[src/rtl/fcvt_s_w.sv]
// fcvt_s_w: 3-stage RV32F integer (signed/unsigned) to binary32 converter, round-to-nearest-even
module fcvt_s_w (
    input  logic        clk,
    input  logic        rst,
    input  logic        valid_input,
    input  logic        is_signed,
    input  logic [31:0] a,
    output logic        valid_output,
    output logic [31:0] y,
    output logic        nx
);
    logic        v1, s1;
    logic [31:0] mag1;
    logic        v2, s2, z2;
    logic [31:0] norm2;
    logic [4:0]  e2;
    logic [4:0]  lz;
    logic [31:0] norm;
    logic [23:0] mant;
    logic        g, st, up;
    logic [24:0] sum;
    logic [7:0]  exp_b;
    logic [31:0] y_n;
    logic        nx_n;

    // S1: capture valid, sign and two's-complement magnitude
    always_ff @(posedge clk or posedge rst) begin
        if (rst) begin
            v1   <= 1'b0;
            s1   <= 1'b0;
            mag1 <= 32'd0;
        end else begin
            v1   <= valid_input;
            s1   <= is_signed & a[31];
            mag1 <= (is_signed & a[31]) ? ~a + 32'd1 : a;
        end
    end

    // leading-zero count (highest set bit wins) and normalization shift
    always_comb begin
        lz = 5'd0;
        for (int i = 0; i < 32; i++) lz = mag1[i] ? 5'(31 - i) : lz;
        norm = mag1 << lz;
    end

    // S2: register normalized mantissa, unbiased exponent and zero flag
    always_ff @(posedge clk or posedge rst) begin
        if (rst) begin
            v2    <= 1'b0;
            s2    <= 1'b0;
            z2    <= 1'b0;
            norm2 <= 32'd0;
            e2    <= 5'd0;
        end else begin
            v2    <= v1;
            s2    <= s1;
            z2    <= mag1 == 32'd0;
            norm2 <= norm;
            e2    <= 5'd31 - lz;
        end
    end

    // RNE rounding at 25 bits; a carry-out leaves the fraction zero and bumps the exponent
    always_comb begin
        mant  = norm2[31:8];
        g     = norm2[7];
        st    = |norm2[6:0];
        up    = g & (st | mant[0]);
        sum   = {1'b0, mant} + {24'd0, up};
        exp_b = 8'd127 + {3'd0, e2} + {7'd0, sum[24]};
        y_n   = z2 ? 32'd0 : {s2, exp_b, sum[22:0]};
        nx_n  = g | st;
    end

    // S3: output register
    always_ff @(posedge clk or posedge rst) begin
        if (rst) begin
            valid_output <= 1'b0;
            y            <= 32'd0;
            nx           <= 1'b0;
        end else begin
            valid_output <= v2;
            y            <= y_n;
            nx           <= nx_n;
        end
    end
endmodule

[config.mk]
export PLATFORM = sky130hd
export DESIGN_NAME = fcvt_s_w
export DESIGN_NICKNAME = d
export VERILOG_FILES = /design/src/rtl/fcvt_s_w.sv
export SDC_FILE = /design/constraint.sdc
export NUM_CORES = 1
export LEC_CHECK = 0
export ABC_CLOCK_PERIOD_IN_PS = 7000
export CORE_ASPECT_RATIO = 0.6
export CORE_MARGIN = 4
export CORE_UTILIZATION = 25
export CTS_CLUSTER_DIAMETER = 60
export DETAILED_ROUTE_END_ITERATION = 8
export PLACE_DENSITY = 0.43
export SLEW_MARGIN = 10
export SYNTH_ARGS = -nofsm -noshare
export SYNTH_HDL_FRONTEND = slang
export SYNTH_SLANG_ARGS = --single-unit
[constraint.sdc]
create_clock -name clk -period 7 [get_ports clk]
set_input_delay 1.4 -clock clk [delete_from_list [all_inputs] [get_ports clk]]
set_output_delay 1.4 -clock clk [all_outputs]
set_load 0.005 [all_outputs]
After elaboration in Yosys (flattened, before gate mapping)
Cells that the tools add are included.
- reductions and logical operators: 2
- muxes and demuxes: 34
- shifts and indexed selects: 1
- bitwise gates (word level): 5
- add/subtract/negate cells: 5
- operators with widths (operator ; count):
    two-way mux 5 bit ; 32
    two-way mux 32 bit ; 2
    adder 32 x 1 -> 32 bit, second input constant ; 1
    logical NOT 32 bit ; 1
    NOT 32 bit ; 1
    << shifter 32 x 5 -> 32 bit ; 1
    adder 24 x 1 -> 25 bit ; 1
    adder 7 x 5 -> 8 bit, first input constant ; 1
    adder 8 x 1 -> 8 bit ; 1
    OR reduction 7 bit ; 1
    subtractor 5 bit, first input constant ; 1
    AND 1 bit ; 2
    OR 1 bit ; 2
- bits of input ports: 36
- word-level logic and storage cells: 58
- register bits after elaboration: 108
- output and inout bits: 34

Depth between registers and ports, before layout
Gate-level depths: netlist (run 1).
- depth in word-level cells: 33
- depth in mapped cells: 15
- mapped depth without buffers: 15

Least setup slack after synthesis (run 1)
OpenSTA, ideal clock, no wires.
- kind: input port to flip-flop
- start point: in a[1]
- end point: reg mag1[25]
- arrival: 3.010 ns
- cell stages on the path: 9
- data required time: 6.872 ns
- buffers on the path: 0
- setup slack: 3.862 ns
- setup time: 0.128 ns
- path through: inv_1 -> nand2_1 -> nor4_1 -> nor2b_1 -> nand2_1 -> or3_1 -> nor3_1 -> a21oi_1 -> xor2_1
- cells in the longest elaborated chain, start to end: 3
- RTL lines (item ; line ; text):
    start: declaration ; 7 ; input logic [31:0] a,
    NOT 32 bit ; 35 ; mag1 <= (is_signed & a[31]) ? ~a + 32'd1 : a;
    adder 32 x 1 -> 32 bit ; 35 ;
    two-way mux 32 bit ; 35 ;
    end signal: assignment ; 35 ;
    end: declaration ; 13 ; logic [31:0] mag1;
No other way between the ends.

Worst setup path after layout (run 1)
- start point: reg mag1[20]
- end point: reg norm2[24]
- cells in the longest elaborated chain, start to end: 13
- RTL lines (item ; line ; text):
    two-way mux 5 bit (12 in a row) ; 42 ; for (int i = 0; i < 32; i++) lz = mag1[i] ? 5'(31 - i) : lz;
    << shifter 32 x 5 -> 32 bit (*) ; 43 ; norm = mag1 << lz;
    via norm[24] ; 18 ; logic [31:0] norm;
    end signal: assignment ; 58 ; norm2 <= norm;
    end: declaration ; 15 ; logic [31:0] norm2;
Mark *: on every way through the listed nets, which the timed path passes. The rest lies on a longest branch.

==> results of run 1 <==
==> worst register-to-register path, stage by stage, from the launching register on <==
cell,delay (ns)
dfrtp_1,0.46
nor4_1,0.32
o31ai_1,0.17
a211oi_1,0.50
nor4_4,0.08
buf_4,0.25
inv_2,0.45
nor2_1,0.26
a22o_1,0.26
a221oi_1,0.38
nor2_1,0.12
o31ai_1,0.44
==> metal layers <==
metal,vias to the layer above,wire length [µm]
met1,2475,9237
met4,0,156
met3,16,1406
met2,146,7011
met5,-,0
li1,2405,-
==> cells by family after synthesis <==
group,Yosys count,share of synthesized area (%)
AO/OA/AOI/OAI,127,14.23
flip-flops,108,45.22
buffers and inverters,46,3.391
adder cells (fa/ha/maj),5,1.047
AND/OR/NAND/NOR,244,19.24
XOR/XNOR,49,7.180
multiplexers,57,9.692
==> power by group through the flow <==
stage / sequential, mW / clock, mW / combinational, mW
after global routing: 0.855 / 0.544 / 0.650
final: 0.837 / 0.499 / 0.589
after CTS: 0.839 / 0.520 / 0.590
after global placement: 0.846 / 0 / 0.590
after detailed placement: 0.851 / 0 / 0.588
after floorplan: 0.830 / 0 / 0.336
==> cells in the final DEF, fill, tap and decap left out, drive strengths merged, types with 20 or more instances in the layout <==
master / synthesis / routed
nor2: 82 / 82
clkdlybuf4s50: 0 / 69
nor3: 20 / 20
inv: 21 / 26
nand2: 61 / 61
dfrtp: 108 / 108
mux2i: 53 / 53
xor2: 32 / 32
a21oi: 27 / 27
o21ai: 27 / 27
==> synth_stat cells (all sizes together), types with 5 or more instances <==
cell / instances
a21oi: 27
a221oi: 5
a22oi: 6
a31oi: 7
and2: 8
and3: 6
buf: 15
clkbuf: 10
dfrtp: 108
ha: 5
inv: 21
mux2i: 53
nand2: 61
nand2b: 5
nand3: 18
nand4: 5
nor2: 82
nor2b: 6
nor3: 20
nor4: 16
o21ai: 27
o22ai: 7
o31ai: 7
or3: 7
or4: 7
xnor2: 17
xor2: 32
==> registers in the layout, summed over array words and instances (netlist names) <==
name,flops
mag1,32
v2,1
v1,1
norm2,32
nx,1
z2,1
e2,5
s2,1
s1,1
y,32
valid_output,1
==> cell type report <==
type | instances | share of cell area (%)
clock buffers | 9 | 3.095
well taps | 315 | 5.417
repair buffers | 75 | 10.11
clock inverters | 7 | 0.8598
inverters | 21 | 1.152
multi-input cells | 482 | 42.22
flip-flops and latches | 108 | 37.15
==> final timing paths <==
path / start / to / slack (ns) / cells past startpoint
max in group asynchronous: rst / norm2[3]$_DFF_PP0_ / 4.37 / 3
min: v2$_DFF_PP0_ / valid_output$_DFF_PP0_ / 0.35 / 0
min in group asynchronous: rst / y[31]$_DFF_PP0_ / 1.48 / 2
max reg2reg: mag1[20]$_DFF_PP0_ / norm2[24]$_DFF_PP0_ / 3.17 / 11
min reg2reg: v2$_DFF_PP0_ / valid_output$_DFF_PP0_ / 0.35 / 0
max: mag1[20]$_DFF_PP0_ / norm2[24]$_DFF_PP0_ / 3.17 / 11
==> metrics by stage <==
| stage | cell area, µm² | power [mW] | utilization (%) |
|---|---|---|---|
| 2_1_floorplan | 5977 | 1.165 | - |
| 5_1_grt | 7276 | 2.050 | 31.23 |
| 3_5_place_dp | 6988 | 1.439 | 30.00 |
| 6_report | 7276 | 1.925 | 31.23 |
| 4_1_cts | 7276 | 1.949 | 31.23 |
| 3_3_place_gp | 6988 | 1.436 | 30.00 |
==> flow_metrics.tcl, run 1 <==
set metrics [dict create \
    async_flop_share_pct 100.0 \
    critPathKind "reg2reg" \
    drive_above_1_share_pct 4.558 \
    antenna_cells 0 \
    finalCriticalPeriod_ns 3.832 \
    syn_nets 677 \
    rows 43 \
    drt-total-wl_um 17810 \
    placedCellCount 1001 \
    max_freq_mhz 260.9 \
    routabilityCongestion 0.8987 \
    wl_per_cell_um 17.51 \
    core_um2 23300 \
    dieWidth_um 207.6 \
    cts.clk_slew.worst_paths_ns 0.07 \
    grt_max_degree 58 \
    fin_setup_tns_ns 0 \
    sw_frac_of_total_pct 34.05 \
    fp.dieH_um 127.8 \
    crit_chain "nor4_1 > o31ai_1 > a211oi_1 > nor4_4 > buf_4 > inv_2 > nor2_1 > a22o_1 > a221oi_1 > nor2_1 > o31ai_1" \
    p_sw_mw 0.6556 \
    postCtsHoldBufs 0 \
    required_ns 7.21 \
    finalCritPeriodShare_pct 54.75 \
    cpPeakStageDelay_ns 0.50 \
    clkLatencyLatePin_ns 0.37 \
    gr-max-usage-layer "met1" \
    cts-resized-gates 0 \
    dp_hpwl_um 13760 \
    maxCapViolations 0 \
    syn_area_per_cell_um2 9.398 \
    cp_top_family "compound AO/OA/AOI/OAI gates" \
    clock-root-buffer "clkbuf_16" \
    status "finished, final reports clean" \
    syn_inst 636 \
    power.internal_mw 1.270 \
    post_synth_num_cell_types 60 \
    ir_drop_mv 0.09808 \
    grt_util_met1_pct 20.22 \
    htreeDepth 3 \
    grt_pass1_vias 5040 \
    drt_iter0_drc 315 \
    die-area_um2 26530 \
    rsz0062_at_grt "false" \
    via_per_inst 4.958 \
    pwr-share-clk_pct 25.9 \
    cp-start-kind "flip-flop" \
    dp_slack_ns 2.898 \
    slowest_stage "a211oi_1" \
    grtUsageMet2_pct 18.19 \
    ant_nets 0 \
    cp.buffers_inverters 2 \
    cts.sinks 108 \
    netlist_area_um2 5977 \
    yosysTopAreaCell "dfrtp_1" \
    slew_viol_final 0 \
    hold_slack_ns 0.3547 \
    area.sequential_um2 2703 \
    ys_ff_latch 108 \
    hold_viol 0 \
    relSlewSlack_pct 36.58 \
    synth_edf_count 0 \
    comb_power_share_pct 30.6 \
    leakage_nw 3.003 \
    drc 0 \
    clockBufferDepth 2 \
    setup_viol_count_final 0 \
    track_usage_pct 13.31 \
    use_met3_pct 4.769 \
    antenna_found_initial 0 \
    postCtsSetupBuffers 0 \
    critPathArrivalTime_ns 4.04 \
    synth_top_area_share_pct 45.22 \
    synth_flop_cell "dfrtp_1" \
    worstPathMaxFanout 24 \
    area_growth_pct 21.73 \
    hold_path_class "reg2reg" \
    powerDensity_nw_per_um2 264.6 \
    portBuffers 69 \
    multi_input_area_um2 3072 \
    end_kind "flip-flop" \
    ys_warn_count 0 \
    grt_pass1_wl_um 28240 \
    worst-slew-pin-transition_ns 0.9513 \
    cts_buffers 9 \
    vias 5042 \
    synth_area_leaders "dfrtp_1 (45%), mux2i_1 (8.9%), nor2_1 (5.1%), xor2_1 (4.7%), nand2_1 (3.8%)" \
    io_pins 70 \
    setup_ws_ns 3.168 \
    cts_tree "built" \
    seq_area_frac_synth_pct 45.22 \
    seq_power_share_pct 43.5 \
    n_fill_cell 2426 \
    nNetsFinal 738 \
    drtPass1Iterations 4 \
    overflow 0 \
    worst_clock_skew_ns 0.01540 \
    initial_core_util_pct 25.66 \
    fin_cells 1017 \
]
Power figures use the tool's default switching activity.
==> inputs of run 2 (changes only) <==
--- a/config.mk
+++ b/config.mk
@@ -5,13 +5,13 @@
 export SDC_FILE = /design/constraint.sdc
 export NUM_CORES = 1
 export LEC_CHECK = 0
-export ABC_CLOCK_PERIOD_IN_PS = 7000
+export ABC_CLOCK_PERIOD_IN_PS = 3350
 export CORE_ASPECT_RATIO = 0.6
 export CORE_MARGIN = 4
 export CORE_UTILIZATION = 25
 export CTS_CLUSTER_DIAMETER = 60
 export DETAILED_ROUTE_END_ITERATION = 8
-export PLACE_DENSITY = 0.43
+export PLACE_DENSITY = 0.44
 export SLEW_MARGIN = 10
 export SYNTH_ARGS = -nofsm -noshare
 export SYNTH_HDL_FRONTEND = slang
==> constraint.sdc (replaced) <==
create_clock -name clk -period 3.35 [get_ports clk]
set_input_delay 0.67 -clock clk [delete_from_list [all_inputs] [get_ports clk]]
set_output_delay 0.67 -clock clk [all_outputs]
set_load 0.005 [all_outputs]
==> flow_metrics.tcl, run 2 (synthesized netlist as in run 1, its figures left out) <==
set metrics [dict create \
    fin_setup_tns_ns 0 \
    comb_power_share_pct 32.0 \
    n_fill_cell 2394 \
    cts.clk_slew.worst_paths_ns 0.07 \
    setup_viol_count_final 0 \
    critPathArrivalTime_ns 3.33 \
    vias 5198 \
    io_pins 70 \
    multi_input_area_um2 3124 \
    critPathKind "reg2reg" \
    drc 0 \
    postCtsSetupBuffers 0 \
    pwr-share-clk_pct 27.3 \
    end_kind "flip-flop" \
    routabilityCongestion 0.8769 \
    die-area_um2 26530 \
    ant_nets 0 \
    required_ns 3.53 \
    rows 43 \
    worst-slew-pin-transition_ns 0.9483 \
    dp_hpwl_um 15200 \
    drtPass1Iterations 5 \
    track_usage_pct 14.19 \
    maxCapViolations 0 \
    slew_viol_final 0 \
    hold_path_class "reg2reg" \
    area_growth_pct 29.81 \
    drt_iter0_drc 312 \
    wl_per_cell_um 17.85 \
    top_regs "mag1: 32 flops, norm2: 32 flops, y: 32 flops" \
    use_met3_pct 3.571 \
    nNetsFinal 785 \
    via_per_inst 4.885 \
    finalCritPeriodShare_pct 94.04 \
    ir_drop_mv 0.2215 \
    clockBufferDepth 2 \
    rrSetupSlack_ns 0.20 \
    dpl_cell_area_um2 7367 \
    holdPathStages 0 \
    finalCoreUtilization_pct 33.30 \
    layout_common_cells "dfrtp_1 (108), nor2_1 (82), clkdlybuf4s50_1 (69)" \
    power_mw 4.307 \
    fp.dieH_um 127.8 \
    clock-root-buffer "clkbuf_16" \
    grtUsageMet2_pct 19.01 \
    power.internal_mw 2.912 \
    finalInstanceArea_um2 7759 \
    p_sw_mw 1.395 \
    status "finished, final reports clean" \
    clkLatencyLatePin_ns 0.35 \
    grt_pass1_wl_um 29890 \
    leakage_nw 3.247 \
    grt_max_degree 37 \
    grt_util_met1_pct 23.04 \
    drt-total-wl_um 19000 \
    powerDensity_nw_per_um2 555.1 \
    area.sequential_um2 2703 \
    portBuffers 69 \
    seq_power_share_pct 40.8 \
    initial_core_util_pct 25.66 \
    worst_clock_skew_ns 0.01049 \
    antenna_found_initial 0 \
    cts.sinks 108 \
    rr_worst_depth 10 \
    relSlewSlack_pct 36.78 \
    core_um2 23300 \
    htreeDepth 3 \
    r2r_start "mag1[11]$_DFF_PP0_" \
    hold_viol 0 \
    worstPathMaxFanout 19 \
    max_freq_mhz 317.4 \
    sw_frac_of_total_pct 32.38 \
    grt_pass1_vias 5160 \
    overflow 0 \
    worstHoldStart "v1$_DFF_PP0_" \
    final_common_cell "dfrtp_1" \
    postCtsHoldBufs 0 \
    cp-start-kind "flip-flop" \
    worstHoldEndpoint "v2$_DFF_PP0_" \
    dieWidth_um 207.6 \
    rsz0062_at_grt "false" \
    gr-max-usage-layer "met1" \
    reg2reg_to "norm2[23]$_DFF_PP0_" \
    drive_above_1_share_pct 12.02 \
    finalCriticalPeriod_ns 3.150 \
    antenna_cells 0 \
    cts_tree "built" \
    cts_buffers 9 \
]
-- run 2: worst max path at each step --
stage	start	to	slack, ns
floorplan	mag1[16]$_DFF_PP0_	norm2[28]$_DFF_PP0_	0.81
global placement	mag1[28]$_DFF_PP0_	norm2[30]$_DFF_PP0_	-0.03
detailed placement	mag1[28]$_DFF_PP0_	norm2[30]$_DFF_PP0_	0.08
CTS	mag1[28]$_DFF_PP0_	norm2[30]$_DFF_PP0_	0.04
global route	mag1[8]$_DFF_PP0_	norm2[29]$_DFF_PP0_	0.01
finish	mag1[11]$_DFF_PP0_	norm2[23]$_DFF_PP0_	0.20
-- run 2: timing repair --
action,in CTS,in global routing
gates resized for setup,0,12
hold endpoints to repair,0,0
setup endpoints to repair,0,6
-- run 2: stage by stage --
step                      cells  hold WS (ns)  setup WS [ns]
after detailed placement   1048        0.3395        0.07648
after floorplan             636        0.3312         0.8093
after global placement     1048        0.3378       -0.02791
after CTS                  1064        0.3578        0.04407
after global routing       1064        0.3587        0.01124
final                      1064        0.3561         0.1997
-- run 2: worst max-delay path, stage by stage (launching register included) --
cell	delay, ns
dfrtp_1	0.43
or3_1	0.39
a221o_1	0.27
a21oi_1	0.18
o211ai_1	0.13
buf_4	0.25
buf_4	0.19
mux2i_1	0.20
mux2i_1	0.37
nor3_1	0.09
o32ai_1	0.51
-- run 2: layout make-up --
cell class                      instances  share of cell area (%)
Clock inverter                          6                   1.242
Multi-Input combinational cell        482                   40.27
Clock buffer                           10                   3.080
Timing Repair Buffer                  122                   14.40
Inverter                               21                   1.097
Tap cell                              315                   5.080
Sequential cell                       108                   34.83
-- run 2: layer usage --
metal | routed length, µm | vias to the layer above
met1 | 10540 | 2559
met2 | 7362 | 134
met4 | 51 | 0
met3 | 1037 | 5
met5 | 0 | -
li1 | - | 2500
-- run 2: power by group through the flow --
stage / Combinational, mW / Clock [mW] / Sequential [mW]
4_1_cts: 1.37 / 1.22 / 1.75
3_3_place_gp: 1.37 / 0 / 1.77
3_5_place_dp: 1.36 / 0 / 1.78
2_1_floorplan: 0.702 / 0 / 1.73
5_1_grt: 1.50 / 1.27 / 1.79
6_report: 1.38 / 1.17 / 1.76
